==> src/rtl/regfile_pkg.sv <==
// Shared register-file types: widths, the writeback request record and requester ids.
package regfile_pkg;

    localparam int XLEN       = 32;
    localparam int REG_ADDR_W = 5;

    typedef struct packed {
        logic [REG_ADDR_W-1:0] addr;
        logic [XLEN-1:0]       data;
    } wb_req_t;

    typedef enum logic {
        REQ_EXEC = 1'b0,
        REQ_MEM  = 1'b1
    } req_id_e;

endpackage

==> src/rtl/rr_arbiter2.sv <==
// Two-way writeback arbiter: round-robin on last_grant, or fixed load priority
// when REGFILE_WB_FIXED_PRIO_EN is defined. No grant is issued while reset is high.
module rr_arbiter2
    import regfile_pkg::*;
(
    input  logic clk,
    input  logic reset,
    input  logic i_req0,
    input  logic i_req1,
    output logic o_gnt0,
    output logic o_gnt1
);

`ifdef REGFILE_WB_FIXED_PRIO_EN
    // Load requester always wins; clk is only consumed to keep the port list uniform.
    logic w_unused_clk;
    assign w_unused_clk = clk;

    always_comb begin
        o_gnt0 = 1'b0;
        o_gnt1 = 1'b0;
        if (!reset) begin
            o_gnt1 = i_req1;
            o_gnt0 = i_req0 && !i_req1;
        end
    end
`else
    req_id_e r_last_grant;

    always_comb begin
        o_gnt0 = 1'b0;
        o_gnt1 = 1'b0;
        if (!reset) begin
            if (i_req0 && i_req1) begin
                // On contention the requester not served last goes first.
                o_gnt0 = (r_last_grant == REQ_MEM);
                o_gnt1 = (r_last_grant == REQ_EXEC);
            end else begin
                o_gnt0 = i_req0;
                o_gnt1 = i_req1;
            end
        end
    end

    always_ff @(posedge clk) begin
        if (reset) begin
            r_last_grant <= REQ_MEM;
        end else if (o_gnt0) begin
            r_last_grant <= REQ_EXEC;
        end else if (o_gnt1) begin
            r_last_grant <= REQ_MEM;
        end
    end
`endif

endmodule

==> src/rtl/regfile_wb_arbiter.sv <==
// Shares the register-file write port between execute and load writeback, with RAW
// hazard flags and a saturating contention counter. Option: REGFILE_WB_FIXED_PRIO_EN.
module regfile_wb_arbiter
    import regfile_pkg::*;
#(
    parameter int DATA_W = 32,
    parameter int ADDR_W = 5,
    parameter int CNT_W  = 16
) (
    input  logic              clk,
    input  logic              reset,
    input  logic              req0_valid,
    input  logic [ADDR_W-1:0] req0_addr,
    input  logic [DATA_W-1:0] req0_data,
    output logic              req0_ready,
    input  logic              req1_valid,
    input  logic [ADDR_W-1:0] req1_addr,
    input  logic [DATA_W-1:0] req1_data,
    output logic              req1_ready,
    output logic              rd_en,
    output logic [ADDR_W-1:0] rd_addr,
    output logic [DATA_W-1:0] rd_data,
    input  logic [ADDR_W-1:0] rs1_addr,
    input  logic [ADDR_W-1:0] rs2_addr,
    output logic              rs1_hazard,
    output logic              rs2_hazard,
    output logic [CNT_W-1:0]  contention_cnt
);

    // Handshake: a write transfers when reqN_valid && reqN_ready; ready is the
    // combinational grant, and the write stage never back-pressures.
    logic              w_gnt0;
    logic              w_gnt1;
    logic              w_grant;
    logic [ADDR_W-1:0] w_sel_addr;
    logic [DATA_W-1:0] w_sel_data;

    logic              r_rd_en;
    logic [ADDR_W-1:0] r_rd_addr;
    logic [DATA_W-1:0] r_rd_data;
    logic [CNT_W-1:0]  r_cnt;

    rr_arbiter2 u_arb (
        .clk    (clk),
        .reset  (reset),
        .i_req0 (req0_valid),
        .i_req1 (req1_valid),
        .o_gnt0 (w_gnt0),
        .o_gnt1 (w_gnt1)
    );

    assign w_grant    = w_gnt0 || w_gnt1;
    assign w_sel_addr = w_gnt1 ? req1_addr : req0_addr;
    assign w_sel_data = w_gnt1 ? req1_data : req0_data;

    always_ff @(posedge clk) begin
        if (reset) begin
            r_rd_en   <= 1'b0;
            r_rd_addr <= '0;
            r_rd_data <= '0;
            r_cnt     <= '0;
        end else begin
            // x0 writes are accepted but never enable the register file.
            r_rd_en <= w_grant && (w_sel_addr != '0);
            if (w_grant) begin
                r_rd_addr <= w_sel_addr;
                r_rd_data <= w_sel_data;
            end
            if (req0_valid && req1_valid && (r_cnt != {CNT_W{1'b1}})) begin
                r_cnt <= r_cnt + 1'b1;
            end
        end
    end

    assign req0_ready     = w_gnt0;
    assign req1_ready     = w_gnt1;
    assign rd_en          = r_rd_en;
    assign rd_addr        = r_rd_addr;
    assign rd_data        = r_rd_data;
    assign contention_cnt = r_cnt;

    assign rs1_hazard = r_rd_en && (r_rd_addr == rs1_addr) && (rs1_addr != '0);
    assign rs2_hazard = r_rd_en && (r_rd_addr == rs2_addr) && (rs2_addr != '0);

endmodule

==> config.mk <==
export PLATFORM = sky130hd
export DESIGN_NAME = regfile_wb_arbiter
export DESIGN_NICKNAME = d
export VERILOG_FILES = /design/src/rtl/regfile_pkg.sv /design/src/rtl/rr_arbiter2.sv /design/src/rtl/regfile_wb_arbiter.sv
export SDC_FILE = /design/constraint.sdc
export NUM_CORES = 1
export LEC_CHECK = 0
export CAP_MARGIN = 15
export CORE_MARGIN = 5
export CORE_UTILIZATION = 35
export CTS_BUF_LIST = sky130_fd_sc_hd__clkbuf_8
export DETAILED_ROUTE_END_ITERATION = 16
export GPL_TIMING_DRIVEN = 0
export PLACE_DENSITY = 0.74
export SLEW_MARGIN = 15
export SYNTH_ARGS = -nofsm -noshare
export SYNTH_HDL_FRONTEND = slang
export SYNTH_SLANG_ARGS = --single-unit
==> constraint.sdc <==
create_clock -name clk -period 1.9 [get_ports clk]
set_clock_uncertainty 0.1 [all_clocks]
set_input_delay 0.38 -clock clk [delete_from_list [all_inputs] [get_ports clk]]
set_output_delay 0.38 -clock clk [all_outputs]
set_load 0.1 [all_outputs]
==> Word-level counts from Yosys, hierarchy flattened <==
Cells that the tools add are included.
{ "word_totals": {"ff_bits": 55, "latch_bits": 0, "ramBits": 0, "mem_bits_ro": 0, "in_bits": 88, "out_inout_bits": 58, "n_memories": 0} }
{ "classes": {"add_sub_neg": 1, "n_mul": 0, "n_div": 0, "order_cmp": 0, "eq_ne": 3, "shift": 0, "muxes": 8, "n_bitwise": 1, "n_reduce_logical": 12} }
{ "ops": {"columns": ["cell", "count"], "rows": [
  ["32-bit two-way mux", 1],
  ["16-bit by 1-bit adder with 16-bit output, second input constant", 1],
  ["16-bit inequality test, second input constant", 1],
  ["5-bit nonzero test", 3],
  ["5-bit == test", 2],
  ["1-bit logical AND", 7],
  ["1-bit two-way mux", 6],
  ["5-bit two-way mux", 1],
  ["2-bit nonzero test", 1],
  ["1-bit logical OR", 1],
  ["1-bit inverter", 1]
]} }

==> Depth between registers and ports, before layout <==
Gate-level depths: netlist (run 1).
{ "depth": {"word_depth": 6, "mapped_depth": 7} }

==> Cells and area by module <==
From an unflattened synthesis (run 1), not the netlist that was laid out.
{ "unflattened": {"cells_unflattened": 335, "area_unflattened_um2": 2725.1} }
{ "modules_own_cells": {"columns": ["module", "n_inst", "cells_per_inst", "area_each_um2", "seq_area_each_um2"], "rows": [
  ["regfile_wb_arbiter", 1, 328, 2665.1, 1081.0],
  ["rr_arbiter2", 1, 7, 60.1, 20.0]
]} }

==> Worst setup path after synthesis (run 1) <==
Ideal clock, no wire load.
{ "synth_timing": {"path_type": "reg2out", "start": "register r_rd_addr[2] (netlist: rd_addr[2])", "end": "output port rs1_hazard", "arrival_ns": 2.735, "required_time_ns": 1.420, "path_slack_ns": -1.315, "path_stages_with_launch": 5, "path_cell_list": "dfxtp_1 xor2_1 nor3_1 nand3_1 nor2_1"} }
{ "synth_between": {"elab_chain_cells": 3} }
{ "synth_lines": {"columns": ["element", "line", "rtl"], "rows": [
  ["start, declared", "regfile_wb_arbiter.sv:39", "logic [ADDR_W-1:0] r_rd_addr;"],
  ["start signal, assigned", "regfile_wb_arbiter.sv:66", "r_rd_addr <= w_sel_addr;"],
  ["5-bit == test", "regfile_wb_arbiter.sv:82", "assign rs1_hazard = r_rd_en && (r_rd_addr == rs1_addr) && (rs1_addr != '0);"],
  ["1-bit logical AND (2 in a row)", "regfile_wb_arbiter.sv:82", null],
  ["end, declared", "regfile_wb_arbiter.sv:25", "output logic rs1_hazard,"]
]} }
No other way between the ends.

==> Final worst setup path (run 1) <==
{ "layout_timing": {"start": "register r_rd_addr[1] (netlist: rd_addr[1])", "end": "output port rs1_hazard"} }
The elaborated chain is that of the path after synthesis.

==> results.md, run 1 <==
* Vias in the first global route at ~2800
* First-pass GRT wire length at 14000 µm
* Worst hold-check path type: primary input to flop
* Initial Util at between 30% and 40%
* Root buffer selected by CTS: clkbuf_8
* Post-Syn Area per Cell at 8.45 µm²
* GRT Max-Usage Layer: met2
* CTS tree: yes
* Setup crit start kind: flop
* Grt met1 use at 24.0%
* Vias/cell at 5.24
* Pwr dens at 639 mW/mm²
* Critical path, cell by cell: xor2_1 -> nor3_1 -> nand3_1 -> nor2_4 -> buf_12
* Die height at 94.4 µm
* Dominant synthesized flop cell: dfxtp_1
* Top cells by count, synth: 55 x dfxtp_1, 43 x a21oi_1, 38 x nand2_1
* Nets at 550
* Mapped Cells at 295
* Clock Sinks at 55
* Worst Path Arrival at ~1.5 ns
* GR Util met3 at 3.98%
* Crit path max-delay family: simple AND/OR/NAND/NOR gates
* I/O Buffers at 143
* CP endpoint kind: primary output
* Clock Tree Buf Depth at 2
* Clock transition at path regs at approximately 0.090 ns
* Die footprint at ~0.0089 mm²
* Peak Freq at ~500 MHz
* Detailed Place HPWL at 6920 µm
* Seq/Total Area, Yosys at 44.2%
* Worst reg2reg path startpoint: contention_cnt[1]
* Data required, critical path at 1.42 ns
* Min cycle time layout at 1.99 ns
* Critical path class: flop to primary output
* Final ANT Viol Nets at 0
* FF+latch area at 0.00118 mm²
* Slew margin rel. at 61.5%
* Initial antenna violation count at 0
* Htree depth at 2
* DR DRC count at 0
* Most frequent cell after synthesis: dfxtp_1
* Seq cells post-synth at 55
* Worst setup path end: rs1_hazard
* Slowest CP cell: dfxtp_4
* Pin count of the biggest net entering global routing at 20
* Bufs and invs on worst path at 1
* Final WS setup at -0.0933 ns
* Io pins at approximately 150
* DRT iter0 DRCs at 91
* Final-layout fill cell count at 565
* Leading area contributor after synthesis: dfxtp_1
* Period utilisation layout at 105%
* CTS Hold Buffers Added at 0
* Layout area overhead at 84.4%
* ANT cells at 0
* GR Layer Usage met2 at 35.0%
* Status: finished, violations left
* Syn_nets at 384
* Multi-input logic area at 0.00144 mm²
* GRT overflow at 0
* Max rail drop VDD at between 0.0003 and 0.0004 V
* Pre-CTS setup slack at -1.27 ns
* Leak Pwr at 1.59 nW
* Final hold vios at 0
* Pins over their slew limit at 0
* Post-Syn Area at roughly 0.0025 mm²
* R2R cell count at 6
* Number of distinct library cells after synthesis at 39
* Synth area leaders: dfxtp_1 44%, a22oi_1 9.6%, a21oi_1 8.6%, nand2_1 5.7%, clkbuf_1 2.9%
* RSZ-0062 raised after global routing: yes
* R2R Setup Slk at 0 ns
* Die width at 94.4 µm
* Average wire per standard cell at 16.7 µm
* FFs w/ async S/R, synth at 0%
* DRT Wirelength at between 9000 and 10000 µm
* Hold slack at 0.337 ns
* Start point of the critical path: rd_addr[1]
* Worst-margin pin slew at 0.580 ns
* Num CTS Buffers at 5
* Worst path depth at 5
* Top fanout value on the critical path at 5
* Gr usage total at 19.8%
* Share of layout cells above drive strength 1 at 31.0%
* Later-pin clock latency in the skew report at roughly 0.3 ns
* Pre-antenna DRT Iters at 4
* RePlAce Congestion at roughly 0.8
* Yosys warns at 0
* # rows at 30
* Slowest stage delay, CP at 0.38 ns
* EDFF count, synth at 0
* Core area at just under 0.007 mm²
* Final setup fails at 3
* Vias post-DR at 2925
* Worst r2r dst: contention_cnt[12]
* Synth top area share at 44.2%
* Violated checks: negative setup slack
* Max cap viols at 0
-- layer usage --
layer | share of wire [%] | vias to the layer above | wire length, µm
met5 | 0 | - | 0
met4 | 1.6 | 0 | 146
met3 | 6.6 | 10 | 611
met2 | 51 | 103 | 4800
met1 | 40 | 1378 | 3770
li1 | - | 1434 | -
-- registers in the layout (all words and copies together) (netlist names) --
register and count:
rd_addr 5, rd_data 32, contention_cnt 16, u_arb.r_last_grant 1, rd_en 1
-- power breakdown --
part	internal (mW)	switching [mW]	total [mW]
clock	0.255	0.378	0.632
combinational	0.347	0.713	1.06
sequential	1.20	0.0487	1.25
total	1.80	1.14	2.94
-- cell type report --
cell class / instances / share of cell area [%]
clock buffer: 5 / 1.50
multi-input combinational: 216 / 31.3
sequential: 55 / 25.7
clock inverter: 3 / 0.327
inverter: 3 / 0.327
buffer: 19 / 2.23
tap: 96 / 2.61
timing repair buffer: 161 / 36.0
-- layout by cell type (no fill, tap or decap), types with 2 or more instances in the layout --
master,n
or4_4,2
o31ai_1,6
dfxtp_2,3
buf_12,3
or2_2,4
nand4_1,5
dfxtp_1,32
inv_1,3
buf_4,18
o41ai_1,2
nand3_1,6
clkbuf_1,9
nand2_1,38
nor3_1,4
clkdlybuf4s50_1,78
o21ai_0,5
a22oi_1,32
and4_1,2
dfxtp_4,20
dlygate4sd2_1,6
buf_2,4
nor2_4,3
nor2_1,9
clkdlybuf4s15_2,54
buf_8,2
a21oi_1,39
clkbuf_8,6
a211oi_1,5
clkbuf_2,5
or4_1,7
xor2_1,6
o21a_1,3
mux2i_1,5
nand3_2,2
or3_1,3
xnor2_1,3
a21oi_2,4
-- how the worst min path moves through the flow --
| stage | end | from | slack [ns] | depth (start not counted) |
|---|---|---|---|---|
| floorplan | u_arb.r_last_grant | u_arb.r_last_grant | 0.39 | 2 |
| global placement | rd_data[28] | rd_data[28] | 0.34 | 2 |
| detailed placement | rd_data[25] | rd_data[25] | 0.35 | 2 |
| CTS | u_arb.r_last_grant | req1_valid | 0.32 | 3 |
| global route | u_arb.r_last_grant | req1_valid | 0.34 | 3 |
| finish | u_arb.r_last_grant | req1_valid | 0.34 | 3 |
-- cell families (layout without fill, tap and decap cells) --
kind of cell / Yosys count / in the layout / share of synthesized area, %
buffers and inverters: 24 / 191 / 3.71
XOR/XNOR: 9 / 9 / 3.16
flip-flops: 55 / 55 / 44.2
AND/OR/NAND/NOR: 95 / 95 / 18.8
multiplexers: 6 / 6 / 2.46
AO/OA/AOI/OAI: 105 / 105 / 27.2
adder cells (fa/ha/maj): 1 / 1 / 0.502
-- metrics by stage --
step                      power, mW  utilization, %  std cells  TNS [ns]  area, µm²
after floorplan                1.95               -        295     -1.02       2660
after global placement         2.32            61.3        534    -30.23       4210
final                          2.94            66.9        558    -0.191       4600
after CTS                      2.96            65.0        546    -0.287       4460
after detailed placement       2.33            61.3        534    -32.46       4210
after global routing           3.09            66.9        558    -0.692       4600
-- worst reg2reg max path, stage by stage (launching register included) --
cell	delay [ns]
dfxtp_4	0.40
ha_4	0.14
nand4_1	0.11
buf_4	0.18
or4_1	0.47
or2_2	0.31
a21oi_1	0.13
-- what timing repair did --
action / in CTS / in global routing
gates cloned: 0 / 1
buffers inserted: 5 / 12
resized for setup: 219 / 17
endpoints found under the setup margin: 99 / 29
pin swaps: 15 / 10
Note: power is estimated with default switching activity, not from simulation.
==> run 2: changes to the inputs <==
- CAP_MARGIN: 15 -> 25
==> results of run 2 <==
Same layout as run 1: the final DEF is identical, and so are final timing and power.
==> run 3: changes to the inputs <==
- GPL_ROUTABILITY_DRIVEN: default -> 1
==> results of run 3 <==
Same layout as run 1: the final DEF is identical, and so are final timing and power.
